==> src/rtl/readout_controller_pkg.sv <==
// Shared pixel-sensor configuration: array geometry, readout timing and the
// readout sequencer state encoding.
`timescale 1ns/1ps
package PixelSensorConfig;

  localparam int PIXEL_ARRAY_WIDTH  = 64;
  localparam int PIXEL_ARRAY_HEIGHT = 8;
  localparam int OUTPUT_BUS_WIDTH   = 16;
  localparam int READOUT_ROW_SETTLE = 2;

  typedef enum logic [2:0] {
    RD_IDLE,
    RD_SETTLE,
    RD_LOAD,
    RD_DRAIN,
    RD_NEXT,
    RD_DONE
  } readout_state_t;

  // Width of an address that selects one of n items, never narrower than 1.
  function automatic int sel_width(input int n);
    return (n > 1) ? $clog2(n) : 1;
  endfunction

endpackage

==> src/rtl/readout_controller_counter.sv <==
// Up-counter with synchronous clear/enable and a terminal flag raised when the
// count equals a caller-supplied limit.
`timescale 1ns/1ps
module readout_counter #(
  parameter int WIDTH = 1
) (
  input  logic             clk,
  input  logic             reset,
  input  logic             clear,
  input  logic             enable,
  input  logic [WIDTH-1:0] limit,
  output logic [WIDTH-1:0] count,
  output logic             terminal
);

  logic [WIDTH-1:0] count_reg;

  always_ff @(posedge clk or negedge reset) begin
    if (!reset) begin
      count_reg <= '0;
    end else if (clear) begin
      count_reg <= '0;
    end else if (enable) begin
      count_reg <= count_reg + WIDTH'(1);
    end
  end

  assign count    = count_reg;
  assign terminal = (count_reg == limit);

endmodule

==> src/rtl/readout_controller.sv <==
// Frame readout sequencer: settles each row, strobes it into the output buffer
// and paces the buffer shift-out over a valid/ready bus, row by row.
`timescale 1ns/1ps
module readout_controller
  import PixelSensorConfig::*;
#(
  parameter int ROWS          = PIXEL_ARRAY_HEIGHT,
  parameter int BEATS_PER_ROW = PIXEL_ARRAY_WIDTH / OUTPUT_BUS_WIDTH,
  parameter int ROW_SETTLE    = READOUT_ROW_SETTLE
) (
  input  logic                       clk,
  input  logic                       reset,
  input  logic                       start,
  input  logic                       abort,
  output logic [sel_width(ROWS)-1:0] row_sel,
  output logic                       row_read,
  output logic                       buf_load,
  output logic                       buf_shift,
  output logic                       beat_valid,
  input  logic                       beat_ready,
  output logic                       row_last,
  output logic                       frame_last,
  output logic                       busy,
  output logic                       done
);

  localparam int RW = sel_width(ROWS);
  localparam int BW = $clog2(BEATS_PER_ROW + 1);
  localparam int SW = $clog2(ROW_SETTLE + 1);

  localparam logic [RW-1:0] ROW_LIMIT    = RW'(ROWS - 1);
  localparam logic [BW-1:0] BEAT_LIMIT   = BW'(BEATS_PER_ROW - 1);
  localparam logic [SW-1:0] SETTLE_LIMIT = SW'(ROW_SETTLE - 1);

  readout_state_t state_reg;

  logic [RW-1:0] row_count;
  logic [BW-1:0] beat_count;
  logic [SW-1:0] settle_count;
  logic          row_term, beat_term, settle_term;
  logic          transfer;
  logic          unused_counts;

  // Beat and settle counts are only observed through their terminal flags.
  assign unused_counts = ^{beat_count, settle_count};

  assign transfer = (state_reg == RD_DRAIN) && beat_ready && !abort;

  readout_counter #(.WIDTH(RW)) u_row_counter (
    .clk      (clk),
    .reset    (reset),
    .clear    (abort || (state_reg == RD_IDLE) || (state_reg == RD_DONE)),
    .enable   ((state_reg == RD_NEXT) && !row_term),
    .limit    (ROW_LIMIT),
    .count    (row_count),
    .terminal (row_term)
  );

  readout_counter #(.WIDTH(BW)) u_beat_counter (
    .clk      (clk),
    .reset    (reset),
    .clear    (abort || (state_reg != RD_DRAIN)),
    .enable   (transfer),
    .limit    (BEAT_LIMIT),
    .count    (beat_count),
    .terminal (beat_term)
  );

  readout_counter #(.WIDTH(SW)) u_settle_counter (
    .clk      (clk),
    .reset    (reset),
    .clear    (abort || (state_reg != RD_SETTLE)),
    .enable   (state_reg == RD_SETTLE),
    .limit    (SETTLE_LIMIT),
    .count    (settle_count),
    .terminal (settle_term)
  );

  always_ff @(posedge clk or negedge reset) begin
    if (!reset) begin
      state_reg <= RD_IDLE;
    end else if (abort) begin
      state_reg <= RD_IDLE;
    end else begin
      case (state_reg)
        RD_IDLE:   if (start) state_reg <= RD_SETTLE;
        RD_SETTLE: if (settle_term) state_reg <= RD_LOAD;
        RD_LOAD:   state_reg <= RD_DRAIN;
        RD_DRAIN:  if (transfer && beat_term) state_reg <= RD_NEXT;
        RD_NEXT:   state_reg <= row_term ? RD_DONE : RD_SETTLE;
        RD_DONE:   state_reg <= RD_IDLE;
        default:   state_reg <= RD_IDLE;
      endcase
    end
  end

  assign row_sel    = row_count;
  assign row_read   = (state_reg == RD_SETTLE) || (state_reg == RD_LOAD);
  assign buf_load   = (state_reg == RD_LOAD);
  assign beat_valid = (state_reg == RD_DRAIN);
  assign buf_shift  = transfer;
  assign row_last   = beat_valid && beat_term;
  assign frame_last = row_last && row_term;
  assign busy       = (state_reg != RD_IDLE);
  assign done       = (state_reg == RD_DONE);

endmodule

==> config.mk <==
export PLATFORM = sky130hd
export DESIGN_NAME = readout_controller
export DESIGN_NICKNAME = d
export VERILOG_FILES = /design/src/rtl/readout_controller_pkg.sv /design/src/rtl/readout_controller_counter.sv /design/src/rtl/readout_controller.sv
export SDC_FILE = /design/constraint.sdc
export NUM_CORES = 1
export LEC_CHECK = 0
export BUFFER_PORTS_ARGS = -buffer_cell sky130_fd_sc_hd__buf_4
export CAP_MARGIN = 20
export CORE_AREA = 5 5 42 44
export CTS_BUF_LIST = sky130_fd_sc_hd__clkbuf_8 sky130_fd_sc_hd__clkbuf_16
export DETAILED_ROUTE_END_ITERATION = 7
export DIE_AREA = 0 0 47 49
export GPL_ROUTABILITY_DRIVEN = 1
export GPL_TIMING_DRIVEN = 0
export PLACE_DENSITY = 0.74
export SLEW_MARGIN = 10
export SYNTH_ARGS = -nofsm -noshare
export SYNTH_HDL_FRONTEND = slang
export SYNTH_SLANG_ARGS = --single-unit
==> constraint.sdc <==
create_clock -name clk -period 3.3 [get_ports clk]
set_clock_uncertainty 0.1 [all_clocks]
set_input_delay 0.66 -clock clk [delete_from_list [all_inputs] [get_ports clk]]
set_output_delay 0.66 -clock clk [all_outputs]
set_load 0.02 [all_outputs]
# Word level (Yosys, flattened, before mapping)
# Index checks and enable logic that the tools add are counted.
word_totals:
  reg_bits: 11
  latchBits: 0
  ram_bits: 0
  romBits: 0
  input_bits: 5
  output_inout_bits: 11
  elab_cells: 51
  memories: 0
classes:
  addsub: 3
  mul: 0
  div: 0
  order_cmp: 0
  n_eq_ne: 13
  n_shift: 0
  n_mux: 12
  bitwise: 0
  n_reduce_logical: 19
op_table:
  columns: ["cell", "n"]
  rows:
  - ["3-bit 2-to-1 mux", 9]
  - ["3-bit one-hot mux with 5 select lines", 1]
  - ["3-bit by 2-bit == test with 1-bit output, second input constant", 3]
  - ["3-bit == test, second input constant", 3]
  - ["3-bit by 1-bit adder with 3-bit output, second input constant", 2]
  - ["1-bit logical AND", 6]
  - ["3-bit by 2-bit != test with 1-bit output, second input constant", 2]
  - ["3-bit != test, second input constant", 2]
  - ["2-bit nonzero test", 3]
  - ["1-bit logical OR", 5]
  - ["2-bit 2-to-1 mux", 2]
  - ["3-bit by 1-bit == test with 1-bit output, second input constant", 1]
  - ["3-bit zero test", 1]
  - ["3-bit by 1-bit != test with 1-bit output, second input constant", 1]
  - ["3-bit AND reduction", 1]
  - ["3-bit nonzero test", 1]
  - ["2-bit by 1-bit adder with 2-bit output, second input constant", 1]
  - ["2-bit by 1-bit == test with 1-bit output, second input constant", 1]
  - ["1-bit zero test", 2]

# Logic depth before layout (Yosys ltp)
logic_depth:
  word_depth: 7
  ltp_mapped: 5
  depth_no_buf: 5

# By module
# From an unflattened synthesis, not the netlist that was laid out.
unflattened:
  hier_cells: 77
  area_unflattened_um2: 773.2
modules_own_cells:
  columns: ["mod", "instances", "cells_per_inst", "area_per_inst_um2", "seq_area_each_um2"]
  rows:
  - ["readout_counter at u_beat_counter ...", 2, 15, 176.4, 75.1]
  - ["readout_controller", 1, 37, 310.3, 75.1]
  - ["readout_counter at u_settle_counter", 1, 10, 110.1, 50.0]

# Least setup slack after synthesis
# Ideal clock, no wire load.
synth_timing:
  kind: "input -> output"
  start: "in beat_ready"
  end: "out buf_shift"
  t_arrival_ps: 1250
  required_ps: 2540
  path_slack_ps: 1290
  stages: 3
  n_path_buf: 1
  path_cell_list: "clkbuf_1 -> inv_1 -> nor2_1"
synth_between:
  elab_chain_cells: 2
synth_rtl:
  columns: ["element", "line", "rtl"]
  rows:
  - ["start, declared", "readout_controller.sv:20", "input logic beat_ready,"]
  - ["1-bit logical AND (2 in a row)", "readout_controller.sv:47", "assign transfer = (state_reg == RD_DRAIN) && beat_ready && !abort;"]
  - ["end, declared", "readout_controller.sv:18", "output logic buf_shift,"]
# Every way passes these cells.

# Worst setup path in the final report
layout_timing:
  start: "reg u_row_counter.count_reg[0] (netlist: u_row_counter.count[0])"
  end: "out frame_last"
layout_between:
  elab_chain_cells: 2
layout_rtl:
  columns: ["element", "line", "rtl"]
  rows:
  - ["start, declared", "readout_controller_counter.sv:16", "logic [WIDTH-1:0] count_reg;"]
  - ["start signal, assigned", "readout_controller_counter.sv:24", "count_reg <= count_reg + WIDTH'(1);"]
  - ["3-bit == test", "readout_controller_counter.sv:29", "assign terminal = (count_reg == limit);"]
  - ["1-bit logical AND", "readout_controller.sv:103", "assign frame_last = row_last && row_term;"]
  - ["end, declared", "readout_controller.sv:22", "output logic frame_last,"]
# Every way passes these cells.

==> results.toml <==
[floorplan]
row_count = 14
start_util_pct = 46.0
core_area_mm2 = 0.00140
ios = 16
fp.dieH_um = 49
die_w_um = 47
die-area_mm2 = 0.00230

[pwr]
p_leak_nw = 0.404
finalPower_mw = 0.318
p_per_area_mw_per_mm2 = 391
irDropWorstVdd_mv = 0.199

[place]
io_buffers = 14
gp_congestion = 0.712
dpl_worst_slack_ps = 1180
dp_hpwl_um = 906
place_inst = 94

[synthesis]
synth_area_leader_cell = "dfrtp_1"
synth_top_area_share_pct = 42.7
ys_ff_latch = 11
synthCells = 64
ys_types = 28
synth.avg_cell_area_um2 = 10.1
synth_fp_nets = 74
yosys_warnings = 0
synth_enable_flop_cells = 0
yosysSeqAreaShare_pct = 42.7
syn_area_um2 = 644
async_reset_ff_share_pct = 100
synth_area_leaders = "dfrtp_1, ha_1, nor2_1"
synth_flop_cell = "dfrtp_1"

[sta]
final.min_clock_period_ps = 2160
setup_viol = 0
max-slew-margin-rel_pct = 77.9
fmax_ghz = 0.462
fin_setup_tns_ps = 0
post-route-period-util_pct = 65.6
rsz0062_at_grt = "no"
setup_ws_ps = 1140
drv_slew = 0
worst_pin_slew_ps = 330
hold_viol_final = 0
hold_ws_ps = 148

[hold_path]
holdCritPathClass = "in -> async"

[drt]
via_count = 501
antenna_left = 0
wl_per_cell_um = 12.3
dr.pass1.iters = 4
via_per_inst = 5.11
drc = 0
drtIter0Drc = 7
postRouteWirelength_um = 1200

[grt]
grt_pass1_vias = 519
gr-total-overflow = 0
grt_pass1_wl_um = 2080
grt_usage_pct = 12.1
grt_start_max_net_pins = 12
antenna_found_initial = 0

[setup_path]
critical_path.max_stage_delay_ps = 400
slowest_stage = "dfrtp_1"
cp.arrival_ps = 1400
crit_top_cell = "ha_1"
rrSetupSlack_ps = 1610
critPathLaunchType = "flip-flop"
end_kind = "output pin"
critical_path.cell_chain = "ha_1 > ha_1 > and3_1 > buf_4"
cp_top_family = "adder cells"
path_class = "reg -> out"
crit_path_max_fanout = 3
worstPathRequired_ps = 2540
worst-path-buf-inv = 1

[layout]
diodes = 0
area_delta_synth_final_pct = 26.4
fill_cells = 125
final_cells = 98
drive_gt1_share_pct = 26.8
mostFrequentLayoutCell = "buf_4"
finalNetCount = 93
layout_common_cells = "buf_4, nor2_1, dfrtp_1"

[flow_run]
drv_cap = 0

[clocking]
clock_sinks = 11
ctsHoldBuffers = 0
clk_path_buf_depth = 2
worst_skew_pair.late_latency_ps = 240
numCtsBuffers = 3
cts.reportedPaths.clkPinSlew_ps = 50
tritoncts = "done"
htreeDepth = 1
postCtsSetupBuffers = 0
ctsResizeCount = 0
ctsRootBufferMaster = "clkbuf_8"

[run_status]
status = "completed"
## layout make-up
class	instances	area (um2)	area share, %
Sequential cell	11	275	33.8
Inverter	5	18.8	2.30
Clock buffer	3	41.3	5.07
Tap cell	16	20.0	2.46
Multi-Input combinational cell	44	329	40.4
Buffer	4	21.3	2.61
Clock inverter	1	3.75	0.461
Timing Repair Buffer	14	105	12.9
## layer usage
metal  global-route usage (%)  vias to the layer above  wire length [um]
li1                         -                      258                 -
met3                     2.58                        0                51
met5                        0                        -                 0
met4                     4.15                        0                 0
met1                     16.6                      235               534
met2                     18.3                        8               614
## power by group
group,leakage [nW],switching (mW),internal (mW)
combinational,0.226,0.0261,0.0203
sequential,0.152,0.00264,0.139
clock,0.0269,0.0491,0.0815
## synth_stat cells (2+ instances only)
| master | instances |
|---|---|
| ha_1 | 5 |
| o31ai_1 | 2 |
| nor2_1 | 11 |
| nor4_1 | 2 |
| inv_1 | 5 |
| dfrtp_1 | 11 |
| buf_2 | 2 |
| nand3_1 | 3 |
| mux2i_1 | 3 |
| xnor2_1 | 2 |
## worst reg2reg max path, delay by kind of cell (launching register included)
| family | cells | cell delay, ps |
|---|---|---|
| DFF | 1 | 400 |
| and+or+nand+nor | 2 | 390 |
| adders and majority gates | 2 | 450 |
| muxes | 1 | 240 |
## cell families after synthesis
group / count (synthesis) / synth area share, %
simple gates: 25 / 24.1
flops: 11 / 42.7
buf+inv: 9 / 6.21
compound gates: 8 / 8.54
fa+ha+maj: 5 / 9.71
xor+xnor: 3 / 4.08
mux: 3 / 4.66
## worst paths after layout
path,start,cells past startpoint,endpoint
setup / recovery,u_row_counter.count[0]$_DFFE_PN0P_,4,frame_last
hold / removal,reset,1,u_settle_counter.count[0]$_DFFE_PN0P_
setup reg to reg,u_row_counter.count[0]$_DFFE_PN0P_,5,u_row_counter.count[1]$_DFFE_PN0P_
hold reg to reg,u_settle_counter.count[0]$_DFFE_PN0P_,1,u_settle_counter.count[0]$_DFFE_PN0P_
max in group asynchronous,reset,1,u_row_counter.count[2]$_DFFE_PN0P_
min in group clk,u_settle_counter.count[0]$_DFFE_PN0P_,1,u_settle_counter.count[0]$_DFFE_PN0P_
## stage by stage
| step | cell area (um2) | util [%] |
|---|---|---|
| after floorplan | 644 | - |
| after global placement | 769 | 54.9 |
| after detailed placement | 769 | 54.9 |
| after CTS | 815 | 58.1 |
| after global routing | 815 | 58.1 |
| final | 815 | 58.1 |
No activity file was read; power rests on OpenSTA's default activity.
